==> src/rtl/crc16_frame_ctrl.sv <==
// Frame sequencer for a bit-serial CRC16-MODBUS engine (init 0xFFFF, poly 0xA001).
// Streams input bytes into the engine and on to a byte sink. GEN mode appends the
// CRC low byte first; CHECK mode expects the CRC bytes inside the frame and tests
// for a zero residue. This block owns every engine control pin.
module crc16_frame_ctrl #(
  parameter int MAX_LEN = 256,
  parameter int CNT_W   = 9
) (
  input  logic        clk,
  input  logic        rst,
  input  logic        start,
  input  logic        mode,
  input  logic        abort,
  input  logic [7:0]  in_data,
  input  logic        in_valid,
  input  logic        in_last,
  output logic        in_ready,
  output logic [7:0]  out_data,
  output logic        out_valid,
  output logic        out_last,
  input  logic        out_ready,
  output logic        eng_init,
  output logic [7:0]  eng_data,
  output logic        eng_data_valid,
  input  logic        eng_busy,
  input  logic [15:0] eng_crc,
  output logic        done,
  output logic        crc_ok,
  output logic        len_err,
  output logic [15:0] crc_value,
  output logic        active
);

  localparam logic [3:0] S_IDLE   = 4'd0;
  localparam logic [3:0] S_INIT   = 4'd1;
  localparam logic [3:0] S_ACCEPT = 4'd2;
  localparam logic [3:0] S_FEED   = 4'd3;
  localparam logic [3:0] S_WAIT   = 4'd4;
  localparam logic [3:0] S_CRC_LO = 4'd5;
  localparam logic [3:0] S_CRC_HI = 4'd6;
  localparam logic [3:0] S_DRAIN  = 4'd7;
  localparam logic [3:0] S_DONE   = 4'd8;

  localparam logic [CNT_W-1:0] MAX_CNT   = CNT_W'(MAX_LEN);
  localparam logic [CNT_W-1:0] MIN_CHECK = CNT_W'(3);
  localparam logic [CNT_W-1:0] CNT_ONE   = CNT_W'(1);
  localparam logic [CNT_W-1:0] CNT_SAT   = {CNT_W{1'b1}};

  logic [3:0]       state;
  logic             mode_reg;   // 1 = CHECK
  logic             last_reg;   // byte being fed carried in_last
  logic [CNT_W-1:0] count;
  logic [CNT_W-1:0] count_inc;
  logic             in_hs;

  // Input is taken only when the single-entry output register is free, or while discarding.
  assign in_ready  = ((state == S_ACCEPT) && !out_valid) || (state == S_DRAIN);
  assign in_hs     = in_valid && in_ready;
  // Byte counter saturates instead of wrapping so an over-long frame stays over-long.
  assign count_inc = (count == CNT_SAT) ? count : count + CNT_ONE;

  // Frame FSM plus all registered outputs.
  always_ff @(posedge clk or posedge rst) begin
    if (rst) begin
      state          <= S_IDLE;
      mode_reg       <= 1'b0;
      last_reg       <= 1'b0;
      count          <= '0;
      out_data       <= 8'h00;
      out_valid      <= 1'b0;
      out_last       <= 1'b0;
      eng_init       <= 1'b0;
      eng_data       <= 8'h00;
      eng_data_valid <= 1'b0;
      done           <= 1'b0;
      crc_ok         <= 1'b0;
      len_err        <= 1'b0;
      crc_value      <= 16'h0000;
      active         <= 1'b0;
    end else begin
      eng_init       <= 1'b0;
      eng_data_valid <= 1'b0;
      done           <= 1'b0;
      // Sink took the byte; every load below requires out_valid=0, so no conflict.
      if (out_valid && out_ready) begin
        out_valid <= 1'b0;
        out_last  <= 1'b0;
      end
      if (abort && (state != S_IDLE)) begin
        // Abandon the frame and reset the engine; result flags stay as they were.
        state     <= S_IDLE;
        eng_init  <= 1'b1;
        out_valid <= 1'b0;
        out_last  <= 1'b0;
        active    <= 1'b0;
      end else begin
        case (state)
          S_IDLE: begin
            if (start && !abort) begin
              state    <= S_INIT;
              mode_reg <= mode;
              crc_ok   <= 1'b0;
              len_err  <= 1'b0;
              count    <= '0;
              eng_init <= 1'b1;
              active   <= 1'b1;
            end
          end
          S_INIT: state <= S_ACCEPT;
          S_ACCEPT: begin
            if (in_hs) begin
              count <= count_inc;
              if (count_inc > MAX_CNT) begin
                // Over-length byte is neither forwarded nor fed.
                len_err <= 1'b1;
                state   <= in_last ? S_DONE : S_DRAIN;
              end else begin
                eng_data       <= in_data;
                eng_data_valid <= 1'b1;
                out_data       <= in_data;
                out_valid      <= 1'b1;
                out_last       <= in_last && mode_reg;
                last_reg       <= in_last;
                state          <= S_FEED;
              end
            end
          end
          S_FEED: state <= S_WAIT;
          S_WAIT: begin
            if (!eng_busy) begin
              if (!last_reg)     state <= S_ACCEPT;
              else if (mode_reg) state <= S_DONE;
              else               state <= S_CRC_LO;
            end
          end
          S_CRC_LO: begin
            if (!out_valid) begin
              out_data  <= eng_crc[7:0];
              out_valid <= 1'b1;
              out_last  <= 1'b0;
              state     <= S_CRC_HI;
            end
          end
          S_CRC_HI: begin
            if (!out_valid) begin
              out_data  <= eng_crc[15:8];
              out_valid <= 1'b1;
              out_last  <= 1'b1;
              state     <= S_DONE;
            end
          end
          S_DRAIN: begin
            if (in_hs && in_last) state <= S_DONE;
          end
          S_DONE: begin
            if (!out_valid) begin
              done      <= 1'b1;
              crc_value <= eng_crc;
              active    <= 1'b0;
              state     <= S_IDLE;
              if (mode_reg && (count < MIN_CHECK)) begin
                // A CHECK frame shorter than a CRC plus one byte cannot be valid.
                len_err <= 1'b1;
                crc_ok  <= 1'b0;
              end else begin
                crc_ok <= mode_reg && !len_err && (eng_crc == 16'h0000);
              end
            end
          end
          default: begin
            state  <= S_IDLE;
            active <= 1'b0;
          end
        endcase
      end
    end
  end

endmodule
==> config.mk <==
export PLATFORM = sky130hd
export DESIGN_NAME = crc16_frame_ctrl
export DESIGN_NICKNAME = d
export VERILOG_FILES = /design/src/rtl/crc16_frame_ctrl.sv
export SDC_FILE = /design/constraint.sdc
export NUM_CORES = 1
export LEC_CHECK = 0
export CORE_UTILIZATION = 40
export DETAILED_ROUTE_END_ITERATION = 10
export DONT_BUFFER_PORTS = 1
export PLACE_DENSITY = 0.61
export SLEW_MARGIN = 5
export SYNTH_ARGS = -nofsm -noshare
export SYNTH_HDL_FRONTEND = slang
export SYNTH_SLANG_ARGS = --single-unit
export TNS_END_PERCENT = 30
==> constraint.sdc <==
create_clock -name clk -period 3 [get_ports clk]
set_input_delay 0.3 -clock clk [delete_from_list [all_inputs] [get_ports clk]]
set_output_delay 0.3 -clock clk [all_outputs]
set_load 0.05 [all_outputs]
# After elaboration in Yosys (flattened, before gate mapping)
# Index checks and enable logic that the tools add are counted.
# Widths: inputs -> output; s select.
totals:
  regBits: 55
  output_inout_bits: 41
  word_cells: 136
classes:
  n_mux: 58
  eq_ne: 25
  n_addsub: 1
  magnitude_cmp: 2
  n_reduce_logical: 32
  bitwise_logic: 3
ops:
  columns: ["operator", "n"]
  rows:
  - ["$mux 4", 12]
  - ["$pmux 4 s9", 1]
  - ["$mux 8", 4]
  - ["$mux 1", 31]
  - ["$mux 9", 3]
  - ["$pmux 8 s3", 1]
  - ["$pmux 9 s2", 1]
  - ["$eq 4x3->1 const B", 4]
  - ["$logic_not 16->1", 1]
  - ["$ne 3x3->1 const B", 5]
  - ["$ne 2x2->1 const B", 7]
  - ["$reduce_and 7->1", 2]
  - ["$reduce_and 4->1", 3]
  - ["$logic_and 1x1->1", 10]
  - ["$add 9x1->9 const B", 1]
  - ["$eq 9x9->1 const B", 1]
  - ["$gt 9x9->1 const B", 1]
  - ["$lt 9x2->1 const B", 1]
  - ["$pmux 1 s3", 3]
  - ["$reduce_and 3->1", 3]
  - ["$eq 4x2->1 const B", 2]
  - ["$reduce_or 7->1", 1]
  - ["$reduce_and 6->1", 1]
  - ["$reduce_bool 3->1", 2]
  - ["other kinds (13)", 20]

# Depth between registers and ports, before layout
logic_depth:
  word_depth: 8
  mapped_depth: 9

# Least setup slack after synthesis
# Ideal clock, no wire load.
synth_path:
  kind: "flip-flop to flip-flop"
  start: "register out_valid"
  end: "register eng_data[0]"
  path_buffers: 1
  t_required_ns: 2.875
  path_slack_ns: -0.070
  path_stages_with_launch: 7
  t_arrival_ns: 2.945
  setup_ns: 0.125
  cell_sequence: "dfrtp_1 > nor3_1 > a21oi_1 > nor3_1 > nor4b_4 > buf_6 > mux2_4"
synth_via:
  elab_chain_cells: 5
synth_rtl:
  columns: ["element", "line_no", "text"]
  rows:
  - ["start: declaration", "19", "output logic out_valid,"]
  - ["start signal: assignment", "70", "out_valid <= 1'b0;"]
  - ["start signal: assignment", "86", "out_valid <= 1'b0;"]
  - ["start signal: assignment", "93", "out_valid <= 1'b0;"]
  - ["$logic_not 1->1", null, null]
  - ["$logic_and 1x1->1", "57", "assign in_ready = ((state == S_ACCEPT) && !out_valid) || (state == S_DRAIN);"]
  - ["$logic_or 1x1->1", "57", null]
  - ["net in_ready", "17", "output logic in_ready,"]
  - ["$logic_and 1x1->1", "58", "assign in_hs = in_valid && in_ready;"]
  - ["$reduce_and 4->1 (no line)", null, null]
  - ["end signal: assignment", "118", "eng_data <= in_data;"]
  - ["end: declaration", "23", "output logic [7:0] eng_data,"]
# The timed path passes the listed nets, and every way through them passes these cells.
# A chain may end at the register's enable or synchronous reset.

# Worst setup path after layout
layout_path:
  start: "register count[0]"
  end: "register eng_data[6]"
layout_via:
  elab_chain_cells: 5
  word_cells_on_any_way: 6
  cone_classes: "add/sub: 1; order compare: 1; eq/ne: 1; mux: 1; bitwise: 1; reduce/logical: 1"
layout_rtl:
  columns: ["element", "line_no", "text"]
  rows:
  - ["start: declaration", "52", "logic [CNT_W-1:0] count;"]
  - ["start signal: assignment", "112", "count <= count_inc;"]
  - ["$add 9x1->9 or $eq 9x9->1 (tied branches)", "60", "assign count_inc = (count == CNT_SAT) ? count : count + CNT_ONE;"]
  - ["$mux 9 (*)", "60", null]
  - ["$gt 9x9->1 (*)", "113", "if (count_inc > MAX_CNT) begin"]
  - ["$not 1->1 (no line) (*)", null, null]
  - ["$reduce_and 4->1 (no line) (*)", null, null]
# Every way passes the cells marked *; elsewhere a longest branch is shown, timed or not.

==> flow_summary.ini <==
[timing]
maxSlewViolCount = 0
maxSlewHeadroom_pct = 53.24
fmax_mhz = 361.2
finalHoldViolations = 0
finClkSkew_ps = 6.211
finalSetupTns_ps = 0
fin_crit_sh_pct = 92.28
tightest_slew_ps = 700.4
min_period_ps = 2768
finalSetupViolCount = 0
rsz0062_at_grt = false

[synthesis]
syn-num-nets = 349
synth_edf_count = 0
yosysUniqueCellTypes = 68
avgSynthCellArea_um2 = 9.974
synth.top_cell.area_share_pct = 43.81
synth_ff_type = dfrtp_1
ys_ff_latch = 55
ys.warnings.count = 0
yosysTopAreaCell = dfrtp_1
synth-seq-area-share_pct = 43.81
netlist_instances = 315
synthArstFlopShare_pct = 100.0
syn_area_um2 = 3142
synth_area_leaders = dfrtp_1, mux2_2, mux2_4, o21ai_0, nand2_1

[worst_setup_path]
cp.required_ps = 3220
cp.arrival_ps = 2980
critPathKind = reg2reg
cp_max_fo = 11
end_kind = flop
reg2reg_slack_ps = 230
crit_path_start_kind = flop
ff2ff_path_depth = 8

[detailed_routing]
drtPass1Iterations = 4
wirelength_mm = 7.847
drt-initial-drc-count = 141
wl_per_cell_um = 18.95
drc = 0
final_antenna_net_count = 0
vias = 2465
vias_per_cell = 5.954

[hold_path]
worstHoldPathType = in2reg
worstHoldPathCells = 1

[floorplan]
num_rows = 31
die_area_um2 = 8213
die_w_um = 90.63
die_h_um = 90.63
start_util_pct = 42.41
io_pins = 74
core-area_um2 = 7408

[run]
cap_viol_max_count = 0

[clock_tree]
cts_resized = 0
cts_setup_buffers = 0
cts.hold.buffers_added = 1
cts_max_level = 2
cts_tree = built
cts.path.max_buffers = 2
root_buffer = clkbuf_8
clk_latency_ps = 320
clock_sinks = 55
cts_made_buffers = 5
clk_pin_slew_ps = 110

[finish]
antenna_cells = 0
multi_input_area_um2 = 1615
design_area_um2 = 3367
largest_register_ffs = 16
regArea_um2 = 1376
largest_register = crc_value
final_util_pct = 45.45
top_regs = crc_value: 16 flops, count: 9 flops
layout.cells.non_filler = 414
drive_gt1_share_pct = 18.41
fill_cells = 706
synthToLayoutAreaGrowth_pct = 7.168
fin_nets = 348
final_common_cell = dfrtp_1
layout_common_cells = dfrtp_1, nand2_1, o21ai_0

[power]
ir_drop_mv = 0.5984
leakage_uw = 0.001436
powerDensity_nw_per_um2 = 1025
finalPower_uw = 3453

[outcome]
status = complete, no violations

[global_routing]
grt_pass1_vias = 2428
grt_pass1_wl_mm = 12.96
grt_usage_pct = 20.02
antenna_found_initial = 0
globalRouteOverflowTotal = 0
grt_max_degree = 35

[placement]
gp_congestion = 0.8861
dp.cells = 405
dpl.hpwl_mm = 5.706
portBuffers = 0
placed_cell_area_um2 = 3254
## through the flow
stage,hold WS (ps),worst slack [ps]
floorplan,416.8,310.1
global placement,326.3,284.6
detailed placement,337.2,244.5
CTS,99.37,219.0
global route,89.58,84.35
finish,105.8,231.7
## where the power goes
| part | switching [µW] | leakage [µW] | internal, µW |
|---|---|---|---|
| logic | 520 | 0.000665 | 465 |
| clock network | 287 | 0.0000519 | 178 |
| registers | 1020 | 0.000720 | 984 |
| total | 1830 | 0.00144 | 1630 |
## Yosys cell counts (all sizes together), types with 3 or more instances
library cell   n
nand2         24
nor2b          3
a311oi         3
nor3b          3
nand3          6
clkbuf        14
nor4           4
nand2b         3
o21ai         25
xnor2          3
nand4          4
or3            8
o211ai         8
o31a           3
mux2          28
nor3           7
o22ai         11
dfrtp         55
a21oi         13
mux2i          8
nor2          16
or2            3
and2           3
inv           13
buf            7
## layout make-up
cell class / instances / share of cell area [%]
inverter: 13 / 1.449
timing repair buffer: 13 / 2.973
multi-input combinational: 226 / 47.97
clock inverter: 3 / 1.003
clock buffer: 5 / 2.044
sequential: 55 / 40.88
tap: 99 / 3.679
## path summary, 6_finish.rpt
| path | from | end |
|---|---|---|
| worst min-delay path | in_data[6] | eng_data[6]$_DFFE_PP0P_ |
| worst min register to register | mode_reg$_DFFE_PP0P_ | out_last$_DFF_PP0_ |
| worst max-delay path | count[0]$_DFFE_PP0P_ | eng_data[6]$_DFFE_PP0P_ |
| worst max register to register | count[0]$_DFFE_PP0P_ | eng_data[6]$_DFFE_PP0P_ |
| min in group asynchronous | rst | done$_DFF_PP0_ |
| max in group asynchronous | rst | active$_DFFE_PP0P_ |
## critical path, cell delays in order (launching register included)
cell and delay [ps]:
dfrtp_1 460, ha_1 290, and3_4 230, a41o_1 200, a22o_1 190, or3b_4 430, nor4b_4 250, buf_4 270
mux2_1 340
## routing by layer
metal	share of wire, %	vias to the layer above	track usage (%)
li1	-	1166	-
met1	42	1182	27.36
met2	46	110	30.37
met3	10	7	6.987
met4	1.2	0	4.704
met5	0	-	0
## cells by family after synthesis
family          share of synthesized area [%]
simple gates                            16.69
compound gates                          19.24
flops                                   43.81
mux                                     13.54
buf+inv                                 4.938
xor+xnor                                1.394
fa+ha+maj                              0.3982
Note: power is estimated with default switching activity, not from simulation.
